File: src/rtl/mmio_uart_tx.sv
// Memory-mapped 8N1 UART transmitter: stores to TXDATA queue bytes in a small FIFO,
// a serializer drains them onto tx, and STATUS reports FIFO/serializer state.
module mmio_uart_tx #(
  parameter int          CLKS_PER_BIT = 16,
  parameter int          FIFO_DEPTH   = 8,
  parameter logic [15:0] BASE_ADDR    = 16'hFF00
) (
  input  logic        clk,
  input  logic        rst,
  input  logic        en,
  input  logic [15:0] addr,
  input  logic [31:0] inputData,
  output logic [31:0] outputData,
  output logic        hit,
  output logic        tx
);

  localparam int PTR_W  = $clog2(FIFO_DEPTH);
  localparam int CNT_W  = PTR_W + 1;
  localparam int BAUD_W = (CLKS_PER_BIT > 2) ? $clog2(CLKS_PER_BIT) : 1;

  localparam logic [15:0]       STATUS_ADDR = BASE_ADDR + 16'd4;
  localparam logic [BAUD_W-1:0] BAUD_LAST   = BAUD_W'(CLKS_PER_BIT - 1);
  localparam logic [CNT_W-1:0]  DEPTH_CNT   = CNT_W'(FIFO_DEPTH);

  typedef enum logic [1:0] {
    ST_IDLE  = 2'd0,
    ST_START = 2'd1,
    ST_DATA  = 2'd2,
    ST_STOP  = 2'd3
  } state_t;

  state_t            state_q, state_d;
  logic [BAUD_W-1:0] baud_q, baud_d;
  logic [2:0]        bit_idx_q, bit_idx_d;
  logic [7:0]        shreg_q, shreg_d;
  logic              tx_q, tx_d;
  logic [PTR_W-1:0]  wr_ptr_q, wr_ptr_d;
  logic [PTR_W-1:0]  rd_ptr_q, rd_ptr_d;
  logic [CNT_W-1:0]  count_q, count_d;
  logic              overflow_q, overflow_d;

  logic [7:0] fifo_mem [FIFO_DEPTH];

  logic        is_txdata, is_status;
  logic        full, empty, busy;
  logic        push_req, push, drop, clr, pop;
  logic        baud_done;
  logic [31:0] count_ext;
  logic [3:0]  count_field;
  logic        unused_bits;

  assign is_txdata = (addr == BASE_ADDR);
  assign is_status = (addr == STATUS_ADDR);
  assign full      = (count_q == DEPTH_CNT);
  assign empty     = (count_q == '0);
  assign busy      = (state_q != ST_IDLE);

  // Fullness is judged on the pre-edge count, so a simultaneous pop cannot rescue the byte.
  assign push_req  = en & is_txdata;
  assign push      = push_req & ~full;
  assign drop      = push_req & full;
  assign clr       = en & is_status & inputData[3];
  assign pop       = (state_q == ST_IDLE) & ~empty;
  assign baud_done = (baud_q == BAUD_LAST);

  assign unused_bits = ^{inputData[31:8]};

  always_comb begin
    wr_ptr_d   = wr_ptr_q;
    rd_ptr_d   = rd_ptr_q;
    count_d    = count_q;
    overflow_d = overflow_q;
    if (push) wr_ptr_d = wr_ptr_q + PTR_W'(1);
    if (pop)  rd_ptr_d = rd_ptr_q + PTR_W'(1);
    case ({push, pop})
      2'b10:   count_d = count_q + CNT_W'(1);
      2'b01:   count_d = count_q - CNT_W'(1);
      default: count_d = count_q;
    endcase
    if (drop)     overflow_d = 1'b1;
    else if (clr) overflow_d = 1'b0;
  end

  always_ff @(posedge clk) begin
    if (push) fifo_mem[wr_ptr_q] <= inputData[7:0];
  end

  // Serializer next-state logic.
  always_comb begin
    state_d   = state_q;
    baud_d    = baud_q;
    bit_idx_d = bit_idx_q;
    shreg_d   = shreg_q;
    case (state_q)
      ST_IDLE: begin
        if (pop) begin
          state_d = ST_START;
          baud_d  = '0;
          shreg_d = fifo_mem[rd_ptr_q];
        end
      end
      ST_START: begin
        if (baud_done) begin
          baud_d    = '0;
          bit_idx_d = 3'd0;
          state_d   = ST_DATA;
        end else begin
          baud_d = baud_q + BAUD_W'(1);
        end
      end
      ST_DATA: begin
        if (baud_done) begin
          baud_d  = '0;
          shreg_d = {1'b0, shreg_q[7:1]};
          if (bit_idx_q == 3'd7) state_d = ST_STOP;
          else                   bit_idx_d = bit_idx_q + 3'd1;
        end else begin
          baud_d = baud_q + BAUD_W'(1);
        end
      end
      ST_STOP: begin
        if (baud_done) begin
          baud_d  = '0;
          state_d = ST_IDLE;
        end else begin
          baud_d = baud_q + BAUD_W'(1);
        end
      end
      default: state_d = ST_IDLE;
    endcase
  end

  // Line level for the current state; registered so tx lags the state by one cycle.
  always_comb begin
    tx_d = 1'b1;
    case (state_q)
      ST_START: tx_d = 1'b0;
      ST_DATA:  tx_d = shreg_q[0];
      default:  tx_d = 1'b1;
    endcase
  end

  always_ff @(posedge clk or posedge rst) begin
    if (rst) begin
      state_q    <= ST_IDLE;
      baud_q     <= '0;
      bit_idx_q  <= '0;
      shreg_q    <= '0;
      tx_q       <= 1'b1;
      wr_ptr_q   <= '0;
      rd_ptr_q   <= '0;
      count_q    <= '0;
      overflow_q <= 1'b0;
    end else begin
      state_q    <= state_d;
      baud_q     <= baud_d;
      bit_idx_q  <= bit_idx_d;
      shreg_q    <= shreg_d;
      tx_q       <= tx_d;
      wr_ptr_q   <= wr_ptr_d;
      rd_ptr_q   <= rd_ptr_d;
      count_q    <= count_d;
      overflow_q <= overflow_d;
    end
  end

  assign count_ext   = 32'(count_q);
  assign count_field = (count_ext > 32'd15) ? 4'd15 : count_ext[3:0];

  assign tx         = tx_q;
  assign hit        = is_txdata | is_status;
  assign outputData = is_status ? {24'b0, count_field, overflow_q, busy, empty, full} : 32'b0;

endmodule

File: config.mk
export PLATFORM = sky130hd
export DESIGN_NAME = mmio_uart_tx
export DESIGN_NICKNAME = d
export VERILOG_FILES = /design/src/rtl/mmio_uart_tx.sv
export SDC_FILE = /design/constraint.sdc
export NUM_CORES = 1
export LEC_CHECK = 0
export CAP_MARGIN = 25
export CORE_MARGIN = 8
export CORE_UTILIZATION = 25
export DETAILED_ROUTE_END_ITERATION = 16
export SETUP_SLACK_MARGIN = 0.3
export SLEW_MARGIN = 20
export SYNTH_ARGS = -nofsm -noshare
export SYNTH_HDL_FRONTEND = slang
export SYNTH_SLANG_ARGS = --single-unit
File: constraint.sdc
create_clock -name clk -period 4.4 [get_ports clk]
set_input_delay 0.44 -clock clk [delete_from_list [all_inputs] [get_ports clk]]
set_output_delay 0.44 -clock clk [all_outputs]
set_load 0.1 [all_outputs]
==> results.py, run 1 <==
metrics = {
    "global_route": {
        "grt_pass1_wl_mm": 13.1,
        "grt_usage_pct": 7.67,
        "antenna_found_initial": 0,
        "grt_max_degree": 30,
        "grt.overflow.total": 0,
        "grt_pass1_vias": 2434,
    },
    "clock_tree": {
        "root_buffer": "clkbuf_16",
        "cts_buffers": 9,
        "htreeDepth": 3,
        "cts.sinks": 93,
        "cts_setup_buffers": 0,
        "postCtsHoldBufs": 0,
        "cts_tree": "built",
        "cts_resized": 0,
        "clk_latency_ps": 340,
        "cts_buffer_depth": 2,
        "clk_pin_slew_ps": 70,
    },
    "cells_and_area": {
        "syn2layout_area_growth_pct": 18.6,
        "nFillCells": 1726,
        "layout.nets": 393,
        "fin_area_sq_mm": 0.00510,
        "num_antenna_cells": 0,
        "drive_above_1_share_pct": 17.4,
    },
    "worst_setup_path": {
        "cp_slowest_cell": "or4b_4",
        "crit_top_cell": "xor2_1",
        "cp_num_buf_inv": 1,
        "cp-start-kind": "input pin",
        "cp_slowest_stage_delay_ps": 540,
        "crit_required_ps": 4620,
        "worstSetupEndpointType": "flip-flop",
        "worstReg2RegStart": "count_q[2]",
        "worst-setup-path-type": "in -> reg",
        "crit_path_cell_trace": "clkdlybuf4s50_1 -> or4b_4 -> nor4_4 -> nand3_2 -> ha_1 -> xor2_1 -> ha_1 -> a21oi_1 -> xor2_1 -> nor2_1 -> xor2_1",
        "reg2regPathDepth": 10,
        "worstPathMaxFanout": 5,
        "cp_top_family": "simple AND/OR/NAND/NOR gates",
        "reg2reg_slack_ps": 1770,
        "r2r-end": "count_q[2]",
        "worstPathArrival_ps": 3230,
    },
    "sta": {
        "fin_crit_sh_pct": 68.5,
        "fin_tns_setup_ps": 0,
        "min_period_ps": 3010,
        "finalSetupViolCount": 0,
        "worst_slack_ps": 1390,
        "max_freq_mhz": 332,
        "drv_slew": 0,
        "rsz0062_at_grt": "no",
        "max_slew.worst_pin.slew_ps": 986,
        "hold_violations": 0,
        "slew_headroom_pct": 34.1,
        "fin_skew_ps": 8.25,
        "fin_hold_ws_ps": 490,
    },
    "floorplanning": {
        "start_util_pct": 25.2,
        "die_x_microns": 147,
        "core_area_sq_mm": 0.0171,
        "rows": 48,
        "dieArea_sq_mm": 0.0217,
        "io_pins": 85,
        "die_h_microns": 147,
    },
    "power": {
        "p_int_mw": 1.89,
        "clkPwrFrac_pct": 27.3,
        "combPwrFrac_pct": 29.8,
        "p_seq_share_pct": 42.9,
        "power_switching_share_pct": 33.6,
        "ir_worst_vdd_uv": 250,
        "p_per_area_mw_per_mm2": 559,
        "p_sw_mw": 0.959,
        "leakagePower_nw": 1.93,
    },
    "route": {
        "routedWlPerCell_microns": 14.3,
        "num_vias": 2368,
        "avgViaCountPerCell": 4.24,
        "first_pass_iters": 4,
        "drc": 0,
        "drt-total-wl_mm": 8.02,
        "ant_nets": 0,
        "drt_iter0_markers": 169,
    },
    "yosys": {
        "yosys.area.top_type": "edfxtp_1",
        "yosys-top-cells-area": "edfxtp_1 45%, dfrtp_1 16%, mux4_2 8.4%",
        "synth_warnings": 0,
        "syn_avg_cell_area_sq_um": 14.7,
        "ys_types": 50,
        "synthTopCellsByCount": "64 x edfxtp_1, 28 x dfrtp_1, 24 x buf_4",
        "yosysSeqAreaShare_pct": 61.6,
        "netlist_instances": 292,
        "yosys_register_bits": 93,
        "yosysMostFrequentCell": "edfxtp_1",
        "syn_area_sq_mm": 0.00430,
        "synth_ff_type": "edfxtp_1",
        "synth.top_cell.area_share_pct": 44.7,
        "synth-async-reset-ratio_pct": 31.2,
        "synth_edf_count": 64,
    },
    "worst_hold_path": {
        "holdCritPathClass": "in -> async",
    },
    "place": {
        "portBuffers": 36,
        "gp_congestion": 0.720,
        "placed_area_sq_mm": 0.00479,
        "pre_cts_ws_ps": 1010,
        "dp_hpwl_mm": 5.62,
    },
    "outcome": {
        "status": "finished clean",
    },
    "run": {
        "maxCapViolations": 0,
    },
}
## worst max-delay path by stage
stage | from | endpoint | cells after the start
global placement | addr[5] | count_q[2] | 11
global route | addr[5] | count_q[2] | 11
CTS | addr[5] | count_q[2] | 11
detailed placement | addr[5] | count_q[2] | 11
floorplan | addr[5] | outputData[1] | 5
finish | addr[5] | count_q[2] | 11
## power groups by stage
stage               logic, mW  registers (mW)  clock network [mW]
floorplan               0.780            1.15                   0
global placement        0.829            1.24                   0
detailed placement      0.857            1.24                   0
CTS                     0.856            1.23               0.795
global route            0.936            1.25               0.829
finish                  0.850            1.22               0.779
## registers in the layout (all words and copies together) (netlist names)
name / count
overflow_q: 1
rd_ptr_q: 3
tx: 1
count_q: 4
wr_ptr_q: 3
baud_q: 4
bit_idx_q: 3
fifo_mem: 64
shreg_q: 8
state_q: 2
## cell families (layout without fill, tap and decap cells)
family,count (synthesis),in the layout,share of synthesized area [%]
mux,30,30,11.8
other cells,1,24,0.0872
flops,93,93,61.6
compound gates,31,31,5.18
buf+inv,52,71,6.86
simple gates,63,63,8.84
xor+xnor,9,9,1.83
fa+ha+maj,13,13,3.78
## cell usage in the layout (no fill, tap or decap), types with 3 or more instances in the layout
cell / instances
a21oi_1: 4
a22o_1: 5
and3_1: 6
buf_4: 12
clkbuf_16: 9
clkdlybuf4s50_1: 27
conb_1: 24
dfrtp_1: 27
edfxtp_1: 64
ha_1: 13
inv_1: 14
inv_6: 3
mux2_2: 3
mux2i_1: 10
mux4_2: 16
nand2_1: 6
nand2b_1: 6
nand3_1: 11
nand4_1: 3
nor2_1: 14
o21ai_0: 6
o221ai_1: 7
xnor2_1: 5
xor2_1: 4
## per-stage QoR
| stage | power, mW | util [%] | instances |
|---|---|---|---|
| 2_1_floorplan | 1.93 | - | 315 |
| 3_3_place_gp | 2.07 | 28.1 | 542 |
| 3_5_place_dp | 2.10 | 28.1 | 542 |
| 4_1_cts | 2.88 | 29.9 | 558 |
| 5_1_grt | 3.02 | 29.9 | 559 |
| 6_report | 2.85 | 29.9 | 559 |
## worst reg2reg max path, delay by kind of cell, from the launching register on
family / cells / cell delay [ps]
XOR/XNOR: 3 / 400
adder cells (fa/ha/maj): 2 / 460
flip-flops: 1 / 470
AND/OR/NAND/NOR: 4 / 1030
AO/OA/AOI/OAI: 1 / 150
## layout make-up
| class | instances | area (sq um) | area share [%] |
|---|---|---|---|
| flip-flops and latches | 93 | 2650 | 51.9 |
| clock buffers | 9 | 225 | 4.41 |
| well taps | 225 | 282 | 5.52 |
| clock inverters | 7 | 78.8 | 1.54 |
| multi-input cells | 170 | 1440 | 28.3 |
| inverters | 15 | 56.3 | 1.10 |
| repair buffers | 40 | 368 | 7.21 |
## per-layer routing
layer	global-route usage, %	vias to the layer above	share of wire [%]
met4	2.75	0	1.4
met5	0	-	0
met3	1.81	8	4.7
met2	13.4	47	51
li1	-	1135	-
met1	8.98	1178	42
Power figures use the tool's default switching activity.
==> inputs of run 2 (changes only) <==
Clock period 4.4 ns to 2.6 ns, I/O delays scaled along.
==> run 2 against run 1 <==
Net effect: first-iteration DRC count rose by 17%; total power rose by 79%; sequential share of layout area fell by 4.6 points; worst setup slack got worse by 1000 ps; die area did not move; count of clock-buffer cells in the layout did not move; core utilization rose by 2.9 points; sequential cell count did not move; global-route usage rose by 0.64 points; critical endpoint is now outputData[6].
==> results.py, run 2 (synthesis gave the netlist of run 1 again) <==
metrics = {
    "run": {
        "maxCapViolations": 0,
    },
    "sta": {
        "max_freq_mhz": 444,
        "fin_hold_ws_ps": 308,
        "rsz0062_at_grt": "yes",
        "drv_slew": 0,
        "finalSetupViolCount": 0,
        "fin_crit_sh_pct": 86.7,
        "hold_violations": 0,
        "min_period_ps": 2250,
        "fin_tns_setup_ps": 0,
        "slew_headroom_pct": 53.4,
        "fin_skew_ps": 6.52,
        "max_slew.worst_pin.slew_ps": 699,
    },
    "cells_and_area": {
        "drive_above_1_share_pct": 33.0,
        "largest_reg_flops": 64,
        "syn2layout_area_growth_pct": 30.3,
        "fin_area_sq_mm": 0.00561,
        "final_core_util_pct": 32.9,
        "reg_top3": "fifo_mem x64, shreg_q x8",
        "top_register": "fifo_mem",
        "layout.nets": 426,
        "final_cell_mix": "64 x edfxtp_1, 35 x buf_4, 25 x dfrtp_1, 24 x conb_1, 18 x clkdlybuf4s50_1",
        "num_antenna_cells": 0,
        "final_common_cell": "edfxtp_1",
    },
    "floorplanning": {
        "rows": 48,
        "dieArea_sq_mm": 0.0217,
        "die_x_microns": 147,
        "core_area_sq_mm": 0.0171,
        "start_util_pct": 25.2,
        "io_pins": 85,
        "die_h_microns": 147,
    },
    "route": {
        "ant_nets": 0,
        "drt_iter0_markers": 198,
        "drc": 0,
        "routedWlPerCell_microns": 14.8,
        "num_vias": 2534,
        "drt-total-wl_mm": 8.77,
        "avgViaCountPerCell": 4.28,
        "first_pass_iters": 4,
    },
    "worst_setup_path": {
        "reg2regPathDepth": 10,
        "worstReg2RegStart": "count_q[0]",
        "crit_path_cell_trace": "clkdlybuf4s15_1 -> or4b_4 -> nor4_4 -> buf_4 -> buf_6 -> and3_2 -> buf_12",
        "worstPathArrival_ps": 1990,
        "worstSetupEndpointType": "primary output",
        "cp_slowest_cell": "or4b_4",
        "crit_required_ps": 2340,
        "cp_slowest_stage_delay_ps": 490,
        "worst-setup-path-type": "in -> out",
        "reg2reg_slack_ps": 400,
        "cp-start-kind": "input pin",
        "worstPathMaxFanout": 12,
        "r2r-end": "count_q[2]",
    },
    "power": {
        "p_seq_share_pct": 38.7,
        "combPwrFrac_pct": 36.1,
        "leakagePower_nw": 2.13,
        "p_per_area_mw_per_mm2": 912,
        "ir_worst_vdd_uv": 490,
        "p_int_mw": 3.33,
        "total_power_mw": 5.11,
        "power_switching_share_pct": 34.9,
        "clkPwrFrac_pct": 25.2,
        "p_sw_mw": 1.78,
    },
    "clock_tree": {
        "cts_buffers": 9,
        "clk_latency_ps": 340,
        "root_buffer": "clkbuf_16",
        "postCtsHoldBufs": 0,
        "htreeDepth": 3,
        "cts_tree": "built",
        "clk_pin_slew_ps": 70,
        "cts.sinks": 93,
        "cts_buffer_depth": 2,
    },
    "outcome": {
        "status": "finished clean",
    },
    "place": {
        "portBuffers": 36,
        "dp_hpwl_mm": 6.33,
        "placed_area_sq_mm": 0.00517,
        "gp_congestion": 0.717,
    },
    "global_route": {
        "antenna_found_initial": 0,
        "grt_max_degree": 20,
        "grt_pass1_wl_mm": 14.1,
        "grt_pass1_vias": 2665,
        "grt_usage_pct": 8.31,
        "grt.overflow.total": 0,
    },
    "worst_hold_path": {
        "holdCritPathClass": "in -> async",
    },
}
[run 2: cell count changes in the layout (fill, tap and decap cells not counted), sizes merged]
cell,previous run,this run
buf,12,47
bufinv,1,0
clkbuf,10,11
clkdlybuf4s15,0,4
clkdlybuf4s50,27,18
clkinvlp,0,2
dlygate4sd2,0,2
inv,18,17
[run 2: power by group through the flow]
stage               registers (mW)  logic (mW)  clock network [mW]
detailed placement            2.02        1.68                   0
CTS                           1.99        1.76                1.31
global route                  2.01        2.05                1.36
finish                        1.98        1.85                1.29
floorplan                     1.94        1.35                   0
global placement              2.00        1.63                   0
[run 2: per-layer routing]
| metal | share of wire [%] | global-route usage, % | vias to the layer above | wire, microns |
|---|---|---|---|---|
| li1 | - | - | 1194 | - |
| met1 | 41 | 8.94 | 1281 | 3560 |
| met2 | 53 | 15.1 | 47 | 4660 |
| met3 | 4.6 | 2.31 | 12 | 404 |
| met4 | 1.7 | 3.16 | 0 | 150 |
| met5 | 0 | 0 | - | 0 |
[run 2: final cells by class]
class | instances | area, sq um
clock buffers | 9 | 225
clock inverters | 7 | 78.8
fillers | 1682 | 11500
inverters | 15 | 58.8
multi-input cells | 170 | 1570
flip-flops and latches | 93 | 2650
well taps | 225 | 282
repair buffers | 73 | 742
[run 2: repair_timing]
action	4_1_cts	5_1_grt
endpoints found under the setup margin	73	3
pin swaps	10	10
hold endpoints to repair	0	0
gates resized for setup	21	14
buffers inserted	2	7
[run 2: how the worst max path moves through the flow]
stage / startpoint / to / depth (start not counted)
6_report: addr[5] / outputData[6] / 7
5_1_grt: count_q[3] / count_q[2] / 10
4_1_cts: count_q[2] / count_q[2] / 10
3_5_place_dp: addr[5] / count_q[3] / 10
3_3_place_gp: addr[5] / count_q[2] / 11
2_1_floorplan: addr[5] / count_q[2] / 10
[run 2: worst max-delay path: cells and delay by family]
| family | cells | cell delay (ps) |
|---|---|---|
| buffers and inverters | 4 | 660 |
| AND/OR/NAND/NOR | 3 | 1070 |
[run 2: stage by stage]
| step | instances | setup WS [ps] |
|---|---|---|
| floorplan | 315 | 142 |
| global placement | 567 | -196 |
| detailed placement | 567 | -262 |
| CTS | 585 | 308 |
| global route | 592 | 274 |
| finish | 592 | 346 |
==> inputs of run 3 (changes only) <==
Settings changed: GPL_TIMING_DRIVEN from default to 1, MAX_ROUTING_LAYER from default to met4.
==> run 3 against run 2 <==
Net effect: core utilization unchanged; clock skew is essentially flat; critical path type unchanged; critical endpoint unchanged; sequential share of layout area did not move; first-iteration DRC count decreased by 8.6%; die area is the same; largest cell class unchanged; non-clock buffer count unchanged; total power barely moved; sequential power about the same; register-to-register slack about the same; via count about the same.
==> results.py, run 3 (synthesis gave the netlist of run 1 again) <==
metrics = {
    "outcome": {
        "status": "finished clean",
    },
    "worst_setup_path": {
        "worstPathArrival_ps": 1990,
        "worstSetupEndpointType": "primary output",
        "worst-setup-path-type": "in -> out",
        "worstReg2RegStart": "count_q[0]",
        "reg2reg_slack_ps": 400,
        "cp-startpoint": "addr[5]",
        "crit_required_ps": 2340,
        "cp-start-kind": "input pin",
        "worstPathMaxFanout": 12,
    },
    "sta": {
        "max_freq_mhz": 444,
        "fin_skew_ps": 6.49,
        "hold_violations": 0,
        "min_period_ps": 2250,
        "fin_hold_ws_ps": 308,
        "rsz0062_at_grt": "yes",
        "fin_tns_setup_ps": 0,
        "max_slew.worst_pin.slew_ps": 698,
        "finalSetupViolCount": 0,
        "slew_headroom_pct": 53.5,
        "drv_slew": 0,
        "fin_crit_sh_pct": 86.7,
    },
    "cells_and_area": {
        "final_cell_mix": "64 x edfxtp_1, 35 x buf_4, 25 x dfrtp_1, 24 x conb_1, 18 x clkdlybuf4s50_1",
        "fin_area_sq_mm": 0.00561,
        "drive_above_1_share_pct": 33.0,
        "largest_reg_flops": 64,
        "syn2layout_area_growth_pct": 30.3,
        "reg_top3": "fifo_mem x64, shreg_q x8",
        "final_common_cell": "edfxtp_1",
        "top_register": "fifo_mem",
        "fin_cells": 592,
        "final_core_util_pct": 32.9,
        "num_antenna_cells": 0,
        "layout.nets": 426,
    },
    "floorplanning": {
        "die_h_microns": 147,
        "rows": 48,
        "core_area_sq_mm": 0.0171,
        "dieArea_sq_mm": 0.0217,
        "start_util_pct": 25.2,
        "io_pins": 85,
        "die_x_microns": 147,
    },
    "clock_tree": {
        "root_buffer": "clkbuf_16",
        "htreeDepth": 3,
        "clk_latency_ps": 340,
        "cts_buffers": 9,
        "cts_tree": "built",
        "clk_pin_slew_ps": 70,
        "cts.sinks": 93,
        "cts_buffer_depth": 2,
    },
    "place": {
        "portBuffers": 36,
        "placed_area_sq_mm": 0.00517,
        "gp_congestion": 0.726,
        "place_inst": 567,
        "dp_hpwl_mm": 6.33,
    },
    "power": {
        "clkPwrFrac_pct": 25.2,
        "leakagePower_nw": 2.13,
        "p_seq_share_pct": 38.7,
        "p_sw_mw": 1.78,
        "ir_worst_vdd_uv": 490,
        "power_switching_share_pct": 34.8,
        "p_per_area_mw_per_mm2": 912,
        "p_int_mw": 3.33,
        "combPwrFrac_pct": 36.1,
    },
    "route": {
        "drt-total-wl_mm": 8.76,
        "num_vias": 2532,
        "drc": 0,
        "drt_iter0_markers": 181,
        "first_pass_iters": 4,
        "ant_nets": 0,
        "avgViaCountPerCell": 4.28,
        "routedWlPerCell_microns": 14.8,
    },
    "global_route": {
        "grt_pass1_wl_mm": 14.1,
        "grt_pass1_vias": 2663,
        "grt_max_degree": 20,
        "antenna_found_initial": 0,
        "grt_usage_pct": 8.59,
        "grt.overflow.total": 0,
    },
    "worst_hold_path": {
        "holdCritPathClass": "in -> async",
    },
    "run": {
        "maxCapViolations": 0,
    },
}
[run 3: area by class of cell]
class | count | area [sq um]
clock buffers | 9 | 225
clock inverters | 7 | 78.8
fillers | 1682 | 11500
inverters | 15 | 58.8
multi-input cells | 170 | 1570
flip-flops and latches | 93 | 2650
well taps | 225 | 282
repair buffers | 73 | 742
[run 3: critical path, cell delays in order]
cell and delay (ps):
clkdlybuf4s15_1 160, or4b_4 490, nor4_4 350, buf_4 170, buf_6 150, and3_2 230
buf_12 180
[run 3: power by group through the flow]
stage | Combinational, mW | Clock, mW | Sequential, mW
floorplan | 1.35 | 0 | 1.94
global placement | 1.63 | 0 | 2.00
detailed placement | 1.68 | 0 | 2.02
CTS | 1.76 | 1.31 | 1.99
global route | 2.05 | 1.37 | 2.01
finish | 1.85 | 1.29 | 1.98
[run 3: final timing paths]
path                            endpoint  cells after the start
max                        outputData[6]                      7
min                            baud_q[2]                      2
max reg2reg                   count_q[2]                     10
min reg2reg                           tx                      2
max in group asynchronous     count_q[1]                      3
min in group clk             wr_ptr_q[0]                      6
[run 3: repair_timing]
item                       4_1_cts  5_1_grt
hold endpoints to repair         0        0
gates cloned                     0        0
setup endpoints to repair       73        3
setup buffers                    2        7
resized for setup               21       14
pin swaps                       10       10
hold buffers                     0        0
[run 3: per-stage QoR]
| stage | setup WS [ps] | total power [mW] |
|---|---|---|
| finish | 346 | 5.11 |
| global route | 274 | 5.43 |
| CTS | 308 | 5.06 |
| detailed placement | -262 | 3.70 |
| global placement | -196 | 3.63 |
| floorplan | 142 | 3.30 |
[run 3: routing by layer]
| layer | wire length (microns) | global-route usage (%) |
|---|---|---|
| met2 | 4640 | 15.1 |
| met1 | 3580 | 8.99 |
| met4 | 149 | 3.16 |
| met5 | 0 | - |
| met3 | 389 | 2.43 |
==> edit 1: new RTL, settings of run 2 <==
Add an input register stage for `en`, `addr` and `inputData`, cleared by the reset; this delays them by one clock.
--- a/src/rtl/mmio_uart_tx.sv
+++ b/src/rtl/mmio_uart_tx.sv
@@ -32,2 +32,18 @@
 
+  logic en_q;
+  logic [15:0] addr_q;
+  logic [31:0] inputData_q;
+
+  always_ff @(posedge clk or posedge rst) begin
+    if (rst) begin
+      en_q        <= '0;
+      addr_q      <= '0;
+      inputData_q <= '0;
+    end else begin
+      en_q        <= en;
+      addr_q      <= addr;
+      inputData_q <= inputData;
+    end
+  end
+
   state_t            state_q, state_d;
@@ -52,4 +68,4 @@
 
-  assign is_txdata = (addr == BASE_ADDR);
-  assign is_status = (addr == STATUS_ADDR);
+  assign is_txdata = (addr_q == BASE_ADDR);
+  assign is_status = (addr_q == STATUS_ADDR);
   assign full      = (count_q == DEPTH_CNT);
@@ -59,6 +75,6 @@
   // Fullness is judged on the pre-edge count, so a simultaneous pop cannot rescue the byte.
-  assign push_req  = en & is_txdata;
+  assign push_req  = en_q & is_txdata;
   assign push      = push_req & ~full;
   assign drop      = push_req & full;
-  assign clr       = en & is_status & inputData[3];
+  assign clr       = en_q & is_status & inputData_q[3];
   assign pop       = (state_q == ST_IDLE) & ~empty;
@@ -66,3 +82,3 @@
 
-  assign unused_bits = ^{inputData[31:8]};
+  assign unused_bits = ^{inputData_q[31:8]};
 
@@ -85,3 +101,3 @@
   always_ff @(posedge clk) begin
-    if (push) fifo_mem[wr_ptr_q] <= inputData[7:0];
+    if (push) fifo_mem[wr_ptr_q] <= inputData_q[7:0];
   end
Check against the original RTL: not equivalent (a bounded check fails within 4 cycles, from zero or initial values and one cycle with rst high).
==> edit 1 against run 2 <==
- die area up 13%
- design area up 16%
- combinational power is 5% lower
- utilization up 0.57 points
- sequential power grew 19%
- wire length increased by 4.2%
- clock power up 71%
- worst setup slack worse by 0.22 ns
- synthesized area up 15%
- hold slack worse by 0.025 ns
- sequential cell count is 25 higher
- register-to-register slack got worse by 0.27 ns
- power up 23%
==> edit 1: results (changes against run 2) <==
Clk_skew -> 0.006264 ns (-0.0002538 ns)
Buffering overhead -> 10.42% (-2.8 points)
Sw Pwr -> 1.824 mW (+2.3%)
Met2 Use GR -> 14.03% (-1.1 points)
Syn Std Cell Area -> 4943 sq um (+15%)
Largest cells by area after synthesis -> edfxtp_1 39%, dfrtp_1 27%, mux4_2 7.3%
Filler Cells Inserted -> 1864 (+11%)
Post-synth ARST share -> 45.76% (+15 points)
Worst EP arrival -> 2.75 ns (+0.76 ns)
TritonCTS Buffers -> 17 (+8)
Post-synth top cells -> 64 x edfxtp_1, 53 x dfrtp_1, 25 x buf_4, 17 x nand2_1, 16 x mux4_2
Inverters -> 4 (-11)
Peak per-stage delay on the critical path -> 0.54 ns (+0.05 ns)
Largest net degree at the start of global routing -> 29 (+45%)
Seq pwr -> 2.35 mW (+19%)
Metal2 WL -> 4844 um (+4.1%)
Slowest stage cell, crit path -> or4_4
Peak VDD IR -> 0.5375 mV (+9.7%)
Top Registers -> fifo_mem (64), addr_q (16)
Non-Clock Buffer Count -> 61 (-16%)
Met1 GRT Util -> 8.601% (-0.33 points)
Nets -> 447 (+4.9%)
# clk buffers -> 27 (+18)
FF+latch area -> 3274 sq um (+23%)
Worst skew pair latency -> 0.40 ns (+0.06 ns)
Post-Synth Adder-Cell Area -> 3.290% (-0.49 points)
Area after DPL -> 5786 sq um (+12%)
Number of global-route vias before repair -> 2896 (+8.7%)
CP endpoint -> count_q[2]
Xor/xnor share of the synthesized area -> 1.595% (-0.24 points)
Worst r2r src -> addr_q[6]
Status -> completed
Worst-path clk slew -> 0.05 ns (-0.02 ns)
Compound-Gate Fraction of Synth Area -> 4.328% (-0.85 points)
Synth-to-Final Area Change -> 31.61%
Crit path kind -> reg2reg
Via Count -> 2673 (+5.5%)
Met3 wire length -> 482 um (+19%)
H-tree depth -> 4 (+1)
#FFs+latches synth -> 118 (+27%)
Multi-input gate count -> 181 (+6.5%)
Max_slew headroom -> 55.89% (+2.5 points)
First-pass GRT wire length -> 14970 um (+6.5%)
Logic gate share of total power -> 27.8% (-8.3 points)
==> edit 1: cell count changes after synthesis, moves of 3 or more <==
| cell | delta |
|---|---|
| nand2_1 | +11 |
| clkbuf_1 | -6 |
| nand3_1 | -8 |
| inv_1 | -10 |
| buf_1 | +3 |
| dfrtp_1 | +25 |
| mux2_2 | +6 |
| mux2i_1 | -3 |
| o221ai_1 | -7 |
| o21ai_0 | +9 |
==> edit 1: metrics by stage <==
stage | cells | setup slack, ns | power, mW
2_1_floorplan | 339 | 0.09808 | 3.756
5_1_grt | 661 | -0.01166 | 6.662
3_3_place_gp | 622 | 0.1389 | 4.065
6_report | 661 | 0.1280 | 6.304
3_5_place_dp | 622 | 0.1320 | 4.114
4_1_cts | 660 | 0.1011 | 6.403
==> edit 1: repair_timing <==
action,CTS,global route
endpoints found under the hold margin,0,0
setup buffers,6,1
cloned,0,0
endpoints found under the setup margin,44,76
hold buffers,0,0
pin swaps,8,5
gates resized for setup,15,8
==> edit 2: new RTL, settings of run 2 <==
Without the edit above. Set the parameter `CLKS_PER_BIT` to 8 (it was 16).
--- a/src/rtl/mmio_uart_tx.sv
+++ b/src/rtl/mmio_uart_tx.sv
@@ -3,3 +3,3 @@
 module mmio_uart_tx #(
-  parameter int          CLKS_PER_BIT = 16,
+  parameter int          CLKS_PER_BIT = 8,
   parameter int          FIFO_DEPTH   = 8,
Formal check against the unedited RTL: same outputs for any inputs over 10 cycles, from zero or initial values and one cycle with rst high; that may be too few to reach the edited logic, so the function may still have changed.
==> edit 2 against run 2 <==
- clock skew fell by 0.0019 ns
- synthesized cell count is 3.1% lower
- wire length down 5.2%
- worst setup slack improved by 0.010 ns
- die area down 0.99%
- largest power group unchanged
- largest cell class unchanged
- critical path depth up 1
- global-route usage decreased by 0.062 points
- count of clock-buffer cells in the layout up 1
- first-iteration DRC count shrank 71%
- power is 1.9% lower
- sequential cell count decreased by 1
- design area shrank 1.7%
- synthesized area decreased by 1.1%
==> edit 2: results (changes against run 2) <==
Cells after DPL -> 552 (-2.6%)
Worst r2r src -> count_q[0]
Drt initial violations -> 57 (-71%)
Top Metal Used -> met4
Status -> completed
Seq/Total Area, Yosys -> 61.68% (+0.10 points)
TritonCTS Buffers -> 9 (unchanged)
Sw Pwr -> 1.649 mW (-7.5%)
Hpwl dp -> 5974 um (-5.6%)
Worst EP arrival -> 1.98 ns
Met3 wire length -> 656 um (+62%)
Initial antenna violation count -> 0 (unchanged)
Area after DPL -> 5119 sq um (-0.94%)
Share of the core filled with cells -> 33.23% (+0.36 points)
Post-CTS resize count -> 14 (-33%)
Root Driver -> clkbuf_16
Worst slack at placement -> -0.1531 ns (+0.1085 ns)
Post-synth top cells -> 64 x edfxtp_1, 27 x dfrtp_1, 25 x buf_4, 16 x mux4_2, 16 x nand2_1
Met1 GRT Util -> 9.210% (+0.27 points)
Met3 GRT Util -> 3.770% (+1.5 points)
Hold crit path type -> in2async
Largest cells by area after synthesis -> edfxtp_1 45%, dfrtp_1 16%, mux4_2 8.5%
Tmin final -> 2.244 ns (-0.01038 ns)
CP endpoint -> outputData[2]
Via Count -> 2448 (-3.4%)
Nets -> 417 (-2.1%)
Worst skew pair latency -> 0.34 ns (about the same)
H-tree depth -> 3 (unchanged)
Final setup viols -> 0 (unchanged)
Path depth of the worst reg2reg path -> 9 (-1)
First-pass GRT wire length -> 13830 um (-1.6%)
Largest net degree at the start of global routing -> 29 (+45%)
Met2 Use GR -> 13.66% (-1.5 points)
Number of global-route vias before repair -> 2689 (+0.90%)
Total track usage -> 8.245% (-0.062 points)
Synth unique cells -> 49 (-2.0%)
Worst r2r dst -> count_q[2]
Met1 Wirelength -> 3473 um (-2.5%)
Post-synth ARST share -> 30.43% (-0.75 points)
Worst Tran Pin Value -> 0.5237 ns (-0.1752 ns)
Avg Inst Size Synth -> 15.03 sq um (+2.0%)
Top cell family by delay on the critical path -> simple AND/OR/NAND/NOR gates
Max Slew Vio Count -> 0 (unchanged)
Layout cell share with drive strength beyond 1 -> 32.21% (-0.76 points)
Filler Cells Inserted -> 1629 (-3.2%)
Wirelength, routed -> 8312 um (-5.2%)
Peak VDD IR -> 0.3207 mV (-35%)
Worst-path clk slew -> 0.06 ns
Worst setup path start -> addr[7]
Antenna cell count -> 0 (unchanged)
Metal2 WL -> 4060 um (-13%)
Peak per-stage delay on the critical path -> 0.49 ns (about the same)
CP Max Fanout -> 6 (-6)
LEAKAGE -> 2.094 nW (-1.9%)
Top Registers -> fifo_mem (64), shreg_q (8), count_q (4)
Setup Fix Bufs, Post-CTS -> 3 (+1)
Number of I/O port buffers -> 36 (unchanged)
Drt wl/cell -> 14.41 um (-2.8%)
Clk_skew -> 0.004656 ns (-0.001861 ns)
Routability cong. -> 0.7541 (+5.1%)
[edit 2: logic make-up (layout without fill, tap and decap cells)]
family                     count (synthesis)  after routing  synth area share, %
AOI/OAI and AO/OA                         29             29                4.441
xor gates and xnor gates                   9              9                1.853
adders and majority gates                 14             14                4.118
buffers and inverters                     41             92                6.058
DFF                                       92             92                61.68
muxes                                     36             36                13.62
other                                      1             24              0.08815
and+or+nand+nor                           61             61                8.147
[edit 2: worst min-delay path by stage]
stage / start / endpoint / slack (ns) / cells past startpoint
2_1_floorplan: rst / baud_q[0] / 0.32 / 1
4_1_cts: rst / count_q[3] / 0.30 / 3
3_5_place_dp: shreg_q[7] / shreg_q[7] / 0.47 / 1
3_3_place_gp: shreg_q[7] / shreg_q[7] / 0.46 / 1
6_report: rst / count_q[0] / 0.29 / 3
5_1_grt: rst / count_q[0] / 0.34 / 3
[edit 2: power by group through the flow]
stage / logic (mW) / registers [mW] / clock network (mW)
after detailed placement: 1.81 / 1.93 / 0
after CTS: 1.83 / 1.90 / 1.31
after global routing: 2.05 / 1.93 / 1.37
final: 1.84 / 1.90 / 1.28
after floorplan: 1.40 / 1.93 / 0
after global placement: 1.75 / 1.92 / 0
[edit 2: worst reg2reg max path, cell delays in order (launching register included)]
cell and delay, ns:
dfrtp_1 0.39, or4_4 0.54, and2_4 0.20, ha_4 0.16
xor2_1 0.14, ha_2 0.17, a21oi_2 0.11, xor2_1 0.16
nor2_1 0.07, xor2_1 0.14
[edit 2: area by class of cell]
cell class / instances / share of cell area [%]
flip-flops and latches: 92 / 47.62
multi-input cells: 173 / 28.32
repair buffers: 72 / 13.47
well taps: 220 / 4.995
clock buffers: 10 / 4.155
clock inverters: 6 / 1.181
inverters: 4 / 0.2725
